==> config.mk <==
export PLATFORM = sky130hd
export DESIGN_NAME = mdu_hazard_ctrl
export DESIGN_NICKNAME = d
export VERILOG_FILES = /design/src/rtl/mdu_hazard_ctrl.sv
export SDC_FILE = /design/constraint.sdc
export NUM_CORES = 1
export LEC_CHECK = 0
export CAP_MARGIN = 40
export CORE_MARGIN = 1
export CORE_UTILIZATION = 36
export DETAILED_ROUTE_END_ITERATION = 8
export PLACE_DENSITY = 0.89
export SETUP_SLACK_MARGIN = 0.3
export SLEW_MARGIN = 10
export SYNTH_ARGS = -nofsm -noshare
export SYNTH_HDL_FRONTEND = slang
export SYNTH_SLANG_ARGS = --single-unit
==> constraint.sdc <==
create_clock -name clk -period 1.95 [get_ports clk]
set_input_delay 0.195 -clock clk [delete_from_list [all_inputs] [get_ports clk]]
set_output_delay 0.195 -clock clk [all_outputs]
set_load 0.02 [all_outputs]
==> src/rtl/mdu_hazard_ctrl.sv <==
// mdu_hazard_ctrl
// Sequencing and stall controller for the multi-cycle multiply/divide unit of
// a 5-stage MIPS pipeline. It launches MULT/MULTU/DIV/DIVU from EX, counts the
// MDU latency, pulses the HI/LO write enable on completion, and stalls ID while
// a HI/LO consumer or a second MDU op would collide with an op in flight.
//
// Parameters:
//   MULT_LAT  cycles from MDU_start to HiLo_we for MULT/MULTU (2..15)
//   DIV_LAT   cycles from MDU_start to HiLo_we for DIV/DIVU   (2..15)
//
// Ports:
//   clk, rst_n       clock (rising edge), asynchronous active-low reset
//   EX_isMDU/isDiv/isSigned  MDU instruction in EX and its flavour
//   EX_flush         EX instruction squashed this cycle
//   MDU_abort        exception commit, kills any op in flight
//   ID_isR_HiLo/ID_isW_HiLo/ID_isMDU  HI/LO users in ID
//   MDU_start, MDU_op  launch pulse and {isDiv, isSigned}
//   HiLo_we          one-cycle HI/LO write enable
//   MDU_busy         op in flight (registered)
//   ID_stall_o       freeze PC and IF/ID, bubble ID/EX
//   stall_cnt        stall-cycle counter
//
// Optional feature macro: MDU_STALL_CNT_EN
//   defined   -> stall_cnt counts cycles with ID_stall_o=1 (wrapping)
//   undefined -> stall_cnt is tied to zero
module mdu_hazard_ctrl #(
  parameter int MULT_LAT = 5,
  parameter int DIV_LAT  = 10
) (
  input  logic        clk,
  input  logic        rst_n,
  input  logic        EX_isMDU,
  input  logic        EX_isDiv,
  input  logic        EX_isSigned,
  input  logic        EX_flush,
  input  logic        MDU_abort,
  input  logic        ID_isR_HiLo,
  input  logic        ID_isW_HiLo,
  input  logic        ID_isMDU,
  output logic        MDU_start,
  output logic [1:0]  MDU_op,
  output logic        HiLo_we,
  output logic        MDU_busy,
  output logic        ID_stall_o,
  output logic [31:0] stall_cnt
);

  typedef enum logic [1:0] {IDLE, BUSY, DONE} state_t;

  // Counter is loaded with LAT-1 so that DONE falls exactly LAT cycles after start.
  localparam logic [3:0] MULT_LOAD = 4'(MULT_LAT - 1);
  localparam logic [3:0] DIV_LOAD  = 4'(DIV_LAT - 1);

  state_t     state_q, state_d;
  logic [3:0] cnt_q, cnt_d;
  logic       busy_q, busy_d;
  logic       go;

  // Abort outranks a launch; a launch while BUSY cannot happen and is ignored.
  assign go = EX_isMDU && !EX_flush && !MDU_abort && (state_q != BUSY);

  assign MDU_start = go;
  assign MDU_op    = go ? {EX_isDiv, EX_isSigned} : 2'b00;
  assign HiLo_we   = (state_q == DONE) && !MDU_abort;
  assign MDU_busy  = busy_q;

  // No stall in DONE: the write-first HI/LO register hands the new value to EX.
  assign ID_stall_o = (ID_isR_HiLo || ID_isW_HiLo || ID_isMDU) &&
                      ((state_q == BUSY) || go);

  always_comb begin
    state_d = state_q;
    cnt_d   = cnt_q;
    case (state_q)
      IDLE, DONE: begin
        if (go) begin
          state_d = BUSY;
          cnt_d   = EX_isDiv ? DIV_LOAD : MULT_LOAD;
        end else begin
          state_d = IDLE;
        end
      end
      BUSY: begin
        if (MDU_abort) begin
          state_d = IDLE;
          cnt_d   = 4'd0;
        end else begin
          cnt_d = cnt_q - 4'd1;
          if (cnt_q == 4'd1) state_d = DONE;
        end
      end
      default: begin
        state_d = IDLE;
        cnt_d   = 4'd0;
      end
    endcase
    busy_d = (state_d == BUSY);
  end

  always_ff @(posedge clk or negedge rst_n) begin
    if (!rst_n) begin
      state_q <= IDLE;
      cnt_q   <= 4'd0;
      busy_q  <= 1'b0;
    end else begin
      state_q <= state_d;
      cnt_q   <= cnt_d;
      busy_q  <= busy_d;
    end
  end

`ifdef MDU_STALL_CNT_EN
  logic [31:0] stall_cnt_q, stall_cnt_d;

  // Free-running performance counter; aborts do not clear it.
  assign stall_cnt_d = ID_stall_o ? stall_cnt_q + 32'd1 : stall_cnt_q;

  always_ff @(posedge clk or negedge rst_n) begin
    if (!rst_n) stall_cnt_q <= 32'd0;
    else        stall_cnt_q <= stall_cnt_d;
  end

  assign stall_cnt = stall_cnt_q;
`else
  assign stall_cnt = 32'h0;
`endif

  // Latencies must fit the 4-bit counter and leave at least one BUSY cycle.
  always @(posedge clk) begin
    if (MULT_LAT < 2 || MULT_LAT > 15) $error("mdu_hazard_ctrl: MULT_LAT=%0d out of range 2..15", MULT_LAT);
    if (DIV_LAT < 2 || DIV_LAT > 15)   $error("mdu_hazard_ctrl: DIV_LAT=%0d out of range 2..15", DIV_LAT);
  end

endmodule

# Word-level counts from Yosys, hierarchy flattened
# Index checks and enable logic that the tools add are counted.
classes:
  addsub: 1
  n_eq_ne: 6
  n_mux: 9
  n_reduce_logical: 12
op_table:
  columns: ["cell", "n"]
  rows:
  - ["$mux W4", 3]
  - ["$pmux W4 S2", 1]
  - ["$mux W2", 3]
  - ["$logic_and A1 B1 Y1", 5]
  - ["$eq A2 B1 Y1 const B", 2]
  - ["$eq A4 B1 Y1 const B", 1]
  - ["$pmux W2 S2", 1]
  - ["$sub A4 B1 Y4 const B", 1]
  - ["$logic_or A1 B1 Y1", 3]
  - ["$eq A2 B2 Y1 const B", 1]
  - ["$logic_not A1 Y1", 2]
  - ["$logic_not A2 Y1", 1]
  - ["$ne A2 B1 Y1 const B", 1]
  - ["$ne A2 B2 Y1 const B", 1]
  - ["$reduce_or A2 Y1", 1]
  - ["$mux W1", 1]
totals:
  regBits: 7
  in_bits: 10
  out_inout_bits: 38

# Depth between registers and ports, before layout
depth:
  word_depth: 7
  mapped_depth: 4

# Worst setup path before layout
# Ideal clock, no wire load.
synth_timing:
  path_type: "in2out"
  startpoint: "input MDU_abort"
  endpoint: "output MDU_op[0]"
  t_arrival_ns: 1.309
  required_ns: 1.755
  setup_slack_ns: 0.446
  cell_stages: 3
  cell_sequence: "or3b_2 nor2_1 and2_1"
synth_between:
  elab_chain_len: 4
synth_lines:
  columns: ["element", "line_no", "text"]
  rows:
  - ["start, declared", "36", "input logic MDU_abort,"]
  - ["$logic_not A1 Y1", "60", "assign go = EX_isMDU && !EX_flush && !MDU_abort && (state_q != BUSY);"]
  - ["$logic_and A1 B1 Y1 (2 in a row)", "60", null]
  - ["net MDU_start", "40", "output logic MDU_start,"]
  - ["$mux W2", "63", "assign MDU_op = go ? {EX_isDiv, EX_isSigned} : 2'b00;"]
  - ["end, declared", "41", "output logic [1:0] MDU_op,"]
# The timed path passes the listed nets, and every way through them passes these cells.

# Worst setup path after layout
layout_timing:
  startpoint: "input EX_isMDU"
  endpoint: "output MDU_op[0]"
layout_between:
  elab_chain_len: 4
layout_lines:
  columns: ["element", "line_no", "text"]
  rows:
  - ["start, declared", "32", "input logic EX_isMDU,"]
  - ["$logic_and A1 B1 Y1 (3 in a row)", "60", null]
  - ["$mux W2", "63", null]
# Every way passes these cells.

==> impl_metrics.toml <==
[drt]
viasPerCell = 3.992
dr.pass1.iters = 4
wl_mm = 1.131
postRouteAntennaNets = 0
drtIter0Drc = 5
drc_errors = 0
vias = 471
wl_per_cell_um = 9.585

[critical_path]
path_class = "input pin to primary output"
critPathMaxFanout = 3
crit_arrival_ps = 1450
r2r_slack_ps = 460
crit_required_ps = 1750
start_kind = "input pin"
cp-end-kind = "primary output"

[synth]
netlist_instances = 72
synthDistinctLibCells = 23
yosysSeqAreaShare = 0.2667
synth_area_um2 = 656.9
syn_area_per_cell_um2 = 9.123
ys_ff_latch = 7
yosys_warnings = 0

[clock_tree]
htreeDepth = 1
cts_root_buf = "clkbuf_4"
tritoncts = "done"
path_clk_slew_ps = 50
worst_skew_pair.late_latency_ps = 240
cts_buffer_depth = 2
cts.sinks = 7
post-cts-setup-buffers = 0
cts-buffers-inserted = 3

[job]
max_cap_violations = 0

[sta]
rsz0062_at_grt = "true"
clock_skew_ps = 1.404
post-route-period-util = 0.8417
min_period_ps = 1641
hold_violations = 0
setup_viol = 0
fmax_mhz = 609.3
maxSlewViolCount = 0
holdWs_ps = 199.4

[floorplanning]
start_util = 0.3804
die_height_um = 44.72
rows = 15
die_x_um = 44.72
core_mm2 = 0.001727
io_pins = 48
die_area_mm2 = 0.001999

[worst_hold_path]
worstHoldPathType = "input pin to asynchronous set/reset pin"

[run_status]
status = "finished clean"

[global_route]
grt_usage = 0.1217
antenna_found_initial = 0
grt_pass1_vias = 420
grt_pass1_wl_mm = 1.704
grt_max_degree = 10
grt_overflow_total = 0

[placement]
gp_congestion = 0.7250
numPortBuffers = 15
dpl.hpwl_um = 945.2

[layout]
fin_nets = 106
utilization = 0.4536
syn2layout_area_growth_pct = 19.24
antenna_cells = 0
layout-drive-gt1-share = 0.1935
fillCellCount = 174

[pwr]
p_per_area_mw_per_mm2 = 758.3
power_uw = 594.0
irDropWorstVdd_uv = 334.1
p_leak_nw = 0.4028
-- kinds of logic (layout without fill, tap and decap cells) --
| kind of cell | after synthesis | in the layout | share of synthesized area |
|---|---|---|---|
| and+or+nand+nor | 15 | 15 | 0.1524 |
| other | 1 | 32 | 0.005709 |
| buffers and inverters | 36 | 26 | 0.4000 |
| DFF | 7 | 7 | 0.2667 |
| adders and majority gates | 2 | 2 | 0.03809 |
| AOI/OAI and AO/OA | 10 | 10 | 0.1219 |
| muxes | 1 | 1 | 0.01524 |
-- Yosys cell counts --
master,n,area (µm²)
buf_4,32,240.2
buf_6,1,11.26
a211o_1,1,8.760
nor3_1,2,10.01
mux2i_1,1,10.01
inv_1,3,11.26
o21ai_0,2,10.01
or3_1,1,6.260
nor2b_1,2,12.51
ha_1,2,25.02
o32ai_1,1,8.760
dfrtp_1,7,175.2
or3b_2,1,8.760
or4b_1,1,10.01
and2_1,1,6.260
o22ai_1,3,18.77
nor2_1,2,7.510
o32a_1,1,10.01
a21o_1,1,7.510
conb_1,1,3.750
nor3b_1,4,30.03
o32ai_2,1,16.27
or3b_1,1,8.760
-- area by class of cell --
| class | count | area, µm² | share of cell area |
|---|---|---|---|
| Tap cell | 25 | 31.28 | 0.03994 |
| Multi-Input combinational cell | 60 | 365.4 | 0.4665 |
| Clock buffer | 4 | 26.28 | 0.03355 |
| Inverter | 3 | 11.26 | 0.01438 |
| Timing Repair Buffer | 19 | 173.9 | 0.2220 |
| Sequential cell | 7 | 175.2 | 0.2236 |
-- flip-flops by register name, indices dropped and copies added, names as in the netlist --
register  cells
MDU_busy      1
cnt_q         4
state_q       2
-- routing by layer --
layer  track usage  vias up  share of wire
li1              -      223              -
met1        0.1122      219           0.37
met2        0.2235       29           0.56
met3       0.03200        0          0.067
met4       0.09697        0              0
met5             0        -              0
-- worst max-delay path, stage by stage --
cell and delay, ps:
clkdlybuf4s50_1 490, or3b_4 420, nor2_4 100, and2_4 140, buf_6 110
-- power breakdown --
part           switching, mW  total, mW  internal, mW
registers             0.0396      0.221         0.181
logic                  0.144      0.248         0.105
clock network         0.0470      0.125        0.0777
-- final timing paths --
kind	endpoint	cells past startpoint	from
max	MDU_op[0]	5	EX_isMDU
min	MDU_busy	1	rst_n
max reg2reg	cnt_q[3]	3	state_q[0]
min reg2reg	cnt_q[3]	1	cnt_q[3]
max in group asynchronous	cnt_q[3]	1	rst_n
min in group clk	cnt_q[3]	1	cnt_q[3]
-- per-stage QoR --
stage | cell area, µm² | setup slack (ps) | setup TNS (ps) | instances
3_5_place_dp | 733.2 | -301.4 | -795.3 | 114
4_1_cts | 763.2 | 177.7 | 0 | 118
2_1_floorplan | 773.2 | 445.7 | 0 | 103
6_report | 783.3 | 308.8 | 0 | 118
5_1_grt | 783.3 | 273.9 | 0 | 118
3_3_place_gp | 733.2 | -217.1 | -537.6 | 114
-- cells in the final DEF, fill, tap and decap left out, types with 2 or more instances in the layout --
cell type / instances
conb_1: 32
clkdlybuf4s50_1: 10
dfrtp_1: 7
buf_4: 5
nor3b_1: 3
inv_1: 3
o22ai_1: 3
clkbuf_4: 3
o21ai_0: 2
ha_1: 2
-- what timing repair did --
action                     4_1_cts  5_1_grt
hold buffers                     0        0
cloned                           0        0
resized for setup               20        8
setup endpoints to repair        5        3
(Power assumes the default switching activity.)
